## src/rtl/gate_bist_pkg.sv

```systemverilog
// Shared types and constants for the gate_bist self-test block.
package gate_bist_pkg;

    localparam int unsigned SETTLE_W = 4;

    typedef enum logic [1:0] {
        ST_IDLE   = 2'd0,
        ST_DRIVE  = 2'd1,
        ST_CHECK  = 2'd2,
        ST_FINISH = 2'd3
    } state_t;

endpackage

```

## src/rtl/gate_bist_if.sv

```systemverilog
// Control/result and gate-side signals of gate_bist, grouped as one bundle.
interface gate_bist_if #(
    parameter int unsigned N_IN = 2
);
    logic              start;
    logic              resp_i;
    logic [N_IN-1:0]   stim_o;
    logic              busy;
    logic              done;
    logic              pass;
    logic [N_IN:0]     err_cnt;
    logic [N_IN-1:0]   fail_idx;

    modport master (
        output start, resp_i,
        input  stim_o, busy, done, pass, err_cnt, fail_idx
    );

    modport slave (
        input  start, resp_i,
        output stim_o, busy, done, pass, err_cnt, fail_idx
    );
endinterface

```

## src/rtl/gate_bist_seq.sv

```systemverilog
// Pattern counter and per-pattern settle down-counter for gate_bist.
module gate_bist_seq
    import gate_bist_pkg::*;
#(
    parameter int unsigned N_IN   = 2,
    parameter int unsigned SETTLE = 1
) (
    input  logic            clk,
    input  logic            rst_n,
    input  logic            load,
    input  logic            adv,
    input  logic            drive,
    output logic [N_IN-1:0] pattern,
    output logic            last_pat,
    output logic            settle_zero
);
    localparam int unsigned          PAT_W  = N_IN + 1;
    localparam logic [PAT_W-1:0]     LAST   = PAT_W'((1 << N_IN) - 1);
    localparam logic [SETTLE_W-1:0]  RELOAD = SETTLE_W'(SETTLE);

    logic [PAT_W-1:0]    pat_q;
    logic [SETTLE_W-1:0] cnt_q;

    // One extra pattern bit keeps the terminal compare independent of wrap-around
    always_ff @(posedge clk or negedge rst_n) begin
        if (!rst_n) begin
            pat_q <= '0;
            cnt_q <= '0;
        end else if (load) begin
            pat_q <= '0;
            cnt_q <= RELOAD;
        end else if (adv) begin
            pat_q <= pat_q + PAT_W'(1);
            cnt_q <= RELOAD;
        end else if (drive && (cnt_q != '0)) begin
            cnt_q <= cnt_q - SETTLE_W'(1);
        end
    end

    assign pattern     = pat_q[N_IN-1:0];
    assign last_pat    = (pat_q == LAST);
    assign settle_zero = (cnt_q == '0);

endmodule

```

## src/rtl/gate_bist.sv

```systemverilog
// Self-test sequencer/checker for a small combinational gate.
// Build option GATE_BIST_STOP_ON_FAIL_EN: end the run at the first mismatch.
module gate_bist
    import gate_bist_pkg::*;
#(
    parameter int unsigned               N_IN      = 2,
    parameter logic [(1 << N_IN)-1:0]    EXP_TABLE = 4'b1000,
    parameter int unsigned               SETTLE    = 1
) (
    input  logic        clk,
    input  logic        rst_n,
    gate_bist_if.slave  bus
);
    localparam int unsigned ERR_W = N_IN + 1;

    state_t            state_q, state_d;
    logic              busy_q, busy_d;
    logic              done_q, done_d;
    logic              pass_q, pass_d;
    logic [ERR_W-1:0]  err_q, err_d;
    logic [N_IN-1:0]   fidx_q, fidx_d;

    logic              load, adv, drive;
    logic [N_IN-1:0]   pattern;
    logic              last_pat, settle_zero;
    logic              mismatch_c, finish_c;

    gate_bist_seq #(
        .N_IN   (N_IN),
        .SETTLE (SETTLE)
    ) u_seq (
        .clk         (clk),
        .rst_n       (rst_n),
        .load        (load),
        .adv         (adv),
        .drive       (drive),
        .pattern     (pattern),
        .last_pat    (last_pat),
        .settle_zero (settle_zero)
    );

    // Case inequality so an X/Z response is scored as a mismatch in simulation
    assign mismatch_c = (bus.resp_i !== EXP_TABLE[pattern]);

`ifdef GATE_BIST_STOP_ON_FAIL_EN
    assign finish_c = last_pat || mismatch_c;
`else
    assign finish_c = last_pat;
`endif

    always_ff @(posedge clk or negedge rst_n) begin
        if (!rst_n) begin
            state_q <= ST_IDLE;
            busy_q  <= 1'b0;
            done_q  <= 1'b0;
            pass_q  <= 1'b0;
            err_q   <= '0;
            fidx_q  <= '0;
        end else begin
            state_q <= state_d;
            busy_q  <= busy_d;
            done_q  <= done_d;
            pass_q  <= pass_d;
            err_q   <= err_d;
            fidx_q  <= fidx_d;
        end
    end

    always_comb begin
        state_d = state_q;
        busy_d  = busy_q;
        done_d  = 1'b0;
        pass_d  = pass_q;
        err_d   = err_q;
        fidx_d  = fidx_q;
        load    = 1'b0;
        adv     = 1'b0;
        drive   = 1'b0;

        unique case (state_q)
            ST_IDLE: begin
                if (bus.start) begin
                    state_d = ST_DRIVE;
                    busy_d  = 1'b1;
                    pass_d  = 1'b0;
                    err_d   = '0;
                    fidx_d  = '0;
                    load    = 1'b1;
                end
            end
            ST_DRIVE: begin
                drive = 1'b1;
                if (settle_zero) begin
                    state_d = ST_CHECK;
                end
            end
            ST_CHECK: begin
                if (mismatch_c) begin
                    err_d = err_q + ERR_W'(1);
                    if (err_q == '0) begin
                        fidx_d = pattern;
                    end
                end
                if (finish_c) begin
                    state_d = ST_FINISH;
                    busy_d  = 1'b0;
                    done_d  = 1'b1;
                    pass_d  = (err_d == '0);
                end else begin
                    state_d = ST_DRIVE;
                    adv     = 1'b1;
                end
            end
            ST_FINISH: begin
                // Clearing the pattern returns stim_o to 0 in the following cycle
                state_d = ST_IDLE;
                load    = 1'b1;
            end
            default: state_d = ST_IDLE;
        endcase
    end

    assign bus.stim_o   = pattern;
    assign bus.busy     = busy_q;
    assign bus.done     = done_q;
    assign bus.pass     = pass_q;
    assign bus.err_cnt  = err_q;
    assign bus.fail_idx = fidx_q;

endmodule

```

## src/flat_wrapper.sv

```systemverilog
// flat-port wrapper written by rule: the top's interface ports become plain ports
module gate_bist_flat import gate_bist_pkg::*;
#(
    parameter int unsigned               N_IN      = 2,
    parameter logic [(1 << N_IN)-1:0]    EXP_TABLE = 4'b1000,
    parameter int unsigned               SETTLE    = 1
)
  (clk, rst_n, bus_start, bus_resp_i, bus_stim_o, bus_busy, bus_done, bus_pass, bus_err_cnt, bus_fail_idx);
  gate_bist_if #(.N_IN(N_IN)) bus_i ();
  input  logic clk;
  input  logic rst_n;
  input wire logic [$bits(bus_i.start)-1:0] bus_start;
  input wire logic [$bits(bus_i.resp_i)-1:0] bus_resp_i;
  output wire logic [$bits(bus_i.stim_o)-1:0] bus_stim_o;
  output wire logic [$bits(bus_i.busy)-1:0] bus_busy;
  output wire logic [$bits(bus_i.done)-1:0] bus_done;
  output wire logic [$bits(bus_i.pass)-1:0] bus_pass;
  output wire logic [$bits(bus_i.err_cnt)-1:0] bus_err_cnt;
  output wire logic [$bits(bus_i.fail_idx)-1:0] bus_fail_idx;
  assign bus_i.start = bus_start;
  assign bus_i.resp_i = bus_resp_i;
  assign bus_stim_o = bus_i.stim_o;
  assign bus_busy = bus_i.busy;
  assign bus_done = bus_i.done;
  assign bus_pass = bus_i.pass;
  assign bus_err_cnt = bus_i.err_cnt;
  assign bus_fail_idx = bus_i.fail_idx;
  gate_bist #(.N_IN(N_IN), .EXP_TABLE(EXP_TABLE), .SETTLE(SETTLE)) u_core (.clk(clk), .rst_n(rst_n), .bus(bus_i));
endmodule
```

## config.mk

```make
export PLATFORM = sky130hd
export DESIGN_NAME = gate_bist_flat
export DESIGN_NICKNAME = d
export VERILOG_FILES = /design/src/rtl/gate_bist_pkg.sv /design/src/rtl/gate_bist_if.sv /design/src/rtl/gate_bist_seq.sv /design/src/rtl/gate_bist.sv /design/src/flat_wrapper.sv
export SDC_FILE = /design/constraint.sdc
export NUM_CORES = 1
export LEC_CHECK = 0
export ABC_AREA = 1
export CORE_UTILIZATION = 54
export CTS_CLUSTER_SIZE = 28
export DETAILED_ROUTE_END_ITERATION = 10
export GPL_ROUTABILITY_DRIVEN = 0
export GPL_TIMING_DRIVEN = 0
export HOLD_SLACK_MARGIN = 0.12
export PLACE_DENSITY_LB_ADDON = 0.25
export SYNTH_ARGS = -nofsm -noshare
export SYNTH_HDL_FRONTEND = slang
export SYNTH_SLANG_ARGS = --single-unit
```

## constraint.sdc

```tcl
create_clock -name clk -period 1.8 [get_ports clk]
set_input_delay 0.36 -clock clk [delete_from_list [all_inputs] [get_ports clk]]
set_output_delay 0.36 -clock clk [all_outputs]
set_load 0.005 [all_outputs]
```

==> reports/qor.yml <==
route:
  drt-pass1-iter-count: 4
  wl_per_cell_um: 10.72
  num_vias: 933
  drt_iter0_markers: 27
  detail-route-antenna-nets: 0
  via_per_inst: 4.963
  route.detailed.drc: 0
  drt-total-wl_um: 2016
worst_setup_path:
  worst_ep_arrival_time_ns: 1.34
  path_class: "flip-flop to output pin"
  crit_fanout: 4
  cp_data_required_time_ns: 1.44
  cp-end-kind: "output pin"
  critPathLaunchType: "flip-flop"
timing:
  period_share_pct: 94.57
  finalSetupViolCount: 0
  tns_ns: 0
  slew_viol_final: 0
  worstMarginPinSlew_ns: 0.7719
  fmax_mhz: 587.5
  slew_headroom_pct: 48.38
  finClkSkew_ns: 0.004229
  fin_crit_ns: 1.702
  hold_violations: 0
  rsz0062_at_grt: "no"
pwr:
  powerDensity_nw_per_um2: 1532
  irDropWorstVdd_uv: 916.3
  p_leak_nw: 0.6996
synthesis:
  async_flop_share_pct: 100.0
  synth_top_area_share_pct: 38.55
  syn_avg_cell_area_um2: 7.559
  ys_types: 19
  synth_enable_flop_cells: 0
  synth_nets: 161
  ys_seq_area_share_pct: 38.55
  netlist_instances: 146
  synth_area_leaders: "dfrtp_1 (39%), nand2_1 (17%), ha_1 (12%), inv_1 (7.5%), nand3_1 (4.1%)"
  synthFlopType: "dfrtp_1"
  yosysTopAreaCell: "dfrtp_1"
  yosys_register_bits: 17
  syn-cell-area_um2: 1104
  synth-warning-count: 0
layout:
  fin_util_pct: 71.00
  areaGrowthSynthToFinish_pct: 17.12
  antennaDiodeCount: 0
  nFillCells: 153
  final_nets: 179
  drive_above_1_share_pct: 12.27
  final_common_cell: "nand2_1"
  mostFrequentLayoutCells: "nand2_1 (51), inv_1 (22), dfrtp_1 (17)"
grt:
  grtUsageTotal_pct: 21.58
  gr-total-overflow: 0
  grt_pass1_vias: 844
  grt_max_degree: 18
  grt_pass1_wl_um: 3298
  antenna_found_initial: 0
run:
  max_cap_violations: 0
clock_network:
  cts_buffer_depth: 2
  ctsResizeCount: 0
  htree_num_levels: 1
  cts_sinks: 17
  clkSlewWorstSetupHoldPaths_ns: 0.10
  root_buffer: "clkbuf_4"
  cts_tree: "done"
  cts_buffers: 3
  hold_buffers: 0
  clk_latency_ns: 0.31
  postCtsSetupBuffers: 0
floorplanning:
  die_h_um: 47.21
  ios: 14
  die-area_um2: 2228
  fp.coreArea_um2: 1821
  dieWidth_um: 47.21
  rows: 15
  initial_core_util_pct: 60.62
status:
  status: "completed"
placement:
  io_buffers: 13
  dp_hpwl_um: 1607
min_path:
  hold_class: "input port to async pin"
[critical path, cell delays in order (launching register included)]
cell and delay, ns:
dfrtp_1 0.43, buf_4 0.13, clkdlybuf4s50_1 0.48
[layout make-up]
type                    count  area (µm²)  area share, %
plain buffers               3       26.28          2.033
clock buffers               3       22.52          1.742
clock inverters             1       5.005         0.3872
inverters                  25       98.84          7.648
multi-input cells         101       553.0          42.79
flip-flops and latches     17       425.4          32.91
well taps                  25       31.28          2.420
repair buffers             13       130.1          10.07
[registers in the layout, summed over array words and instances, names as in the netlist]
signal               flops
u_core.bus.done          1
u_core.bus.fail_idx      2
u_core.state_q           2
u_core.bus.busy          1
u_core.bus.pass          1
u_core.bus.err_cnt       3
u_core.u_seq.cnt_q       4
u_core.u_seq.pat_q       3
[power breakdown]
group	leakage [nW]	internal [mW]	switching, mW
logic	0.459	0.478	0.652
clock network	0.0177	0.0831	0.133
registers	0.223	0.523	0.111
total	0.700	1.08	0.896
[synthesized netlist by cell type (2+ instances only)]
master / n
nand2_1: 51
inv_1: 22
dfrtp_1: 17
ha_1: 11
nand3_1: 9
nor2_1: 9
o21ai_0: 6
o21ai_1: 4
a21oi_2: 3
nand2_2: 3
buf_4: 2
inv_4: 2
[logic make-up after synthesis]
group,Yosys count,share of synthesized area [%]
and+or+nand+nor,75,29.14
buffers and inverters,28,11.34
DFF,17,38.55
AOI/OAI and AO/OA,14,7.711
adders and majority gates,11,12.47
xor gates and xnor gates,1,0.7938
[routing by layer]
metal  vias up  wire [µm]  track usage [%]
met5         -          0                0
met3         7         88            5.385
met4         0         50            12.57
met1       426        847            23.08
met2        23       1029            38.33
li1        477          -                -
[stage by stage]
step | setup slack [ns] | total power, mW | cell area [µm²] | hold slack, ns | std cells
finish | 0.09780 | 1.980 | 1292 | 0.4908 | 188
CTS | 0.08794 | 1.992 | 1292 | 0.4979 | 188
detailed placement | 0.2242 | 1.779 | 1265 | 0.4725 | 184
global route | 0.02632 | 2.177 | 1292 | 0.5254 | 188
global placement | 0.2794 | 1.712 | 1265 | 0.4642 | 184
floorplan | 0.4220 | 1.449 | 1104 | 0.06441 | 146
[worst paths after layout]
kind / cells after the start / to / startpoint / slack, ns
worst max register to register: 8 / u_core.u_seq.cnt_q[1]$_DFFE_PN0P_ / u_core.u_seq.pat_q[1]$_DFFE_PN0P_ / 0.22
worst min-delay path: 1 / u_core.bus.err_cnt[2]$_DFFE_PN0P_ / rst_n / 0.49
worst max-delay path: 2 / bus_stim_o[1] / u_core.u_seq.pat_q[1]$_DFFE_PN0P_ / 0.1
max in group asynchronous: 1 / u_core.u_seq.pat_q[1]$_DFFE_PN0P_ / rst_n / 0.82
worst min register to register: 2 / u_core.bus.pass$_DFFE_PN0P_ / u_core.bus.pass$_DFFE_PN0P_ / 0.49
min in group clk: 2 / u_core.bus.pass$_DFFE_PN0P_ / u_core.bus.pass$_DFFE_PN0P_ / 0.49
Power figures use the tool's default switching activity.
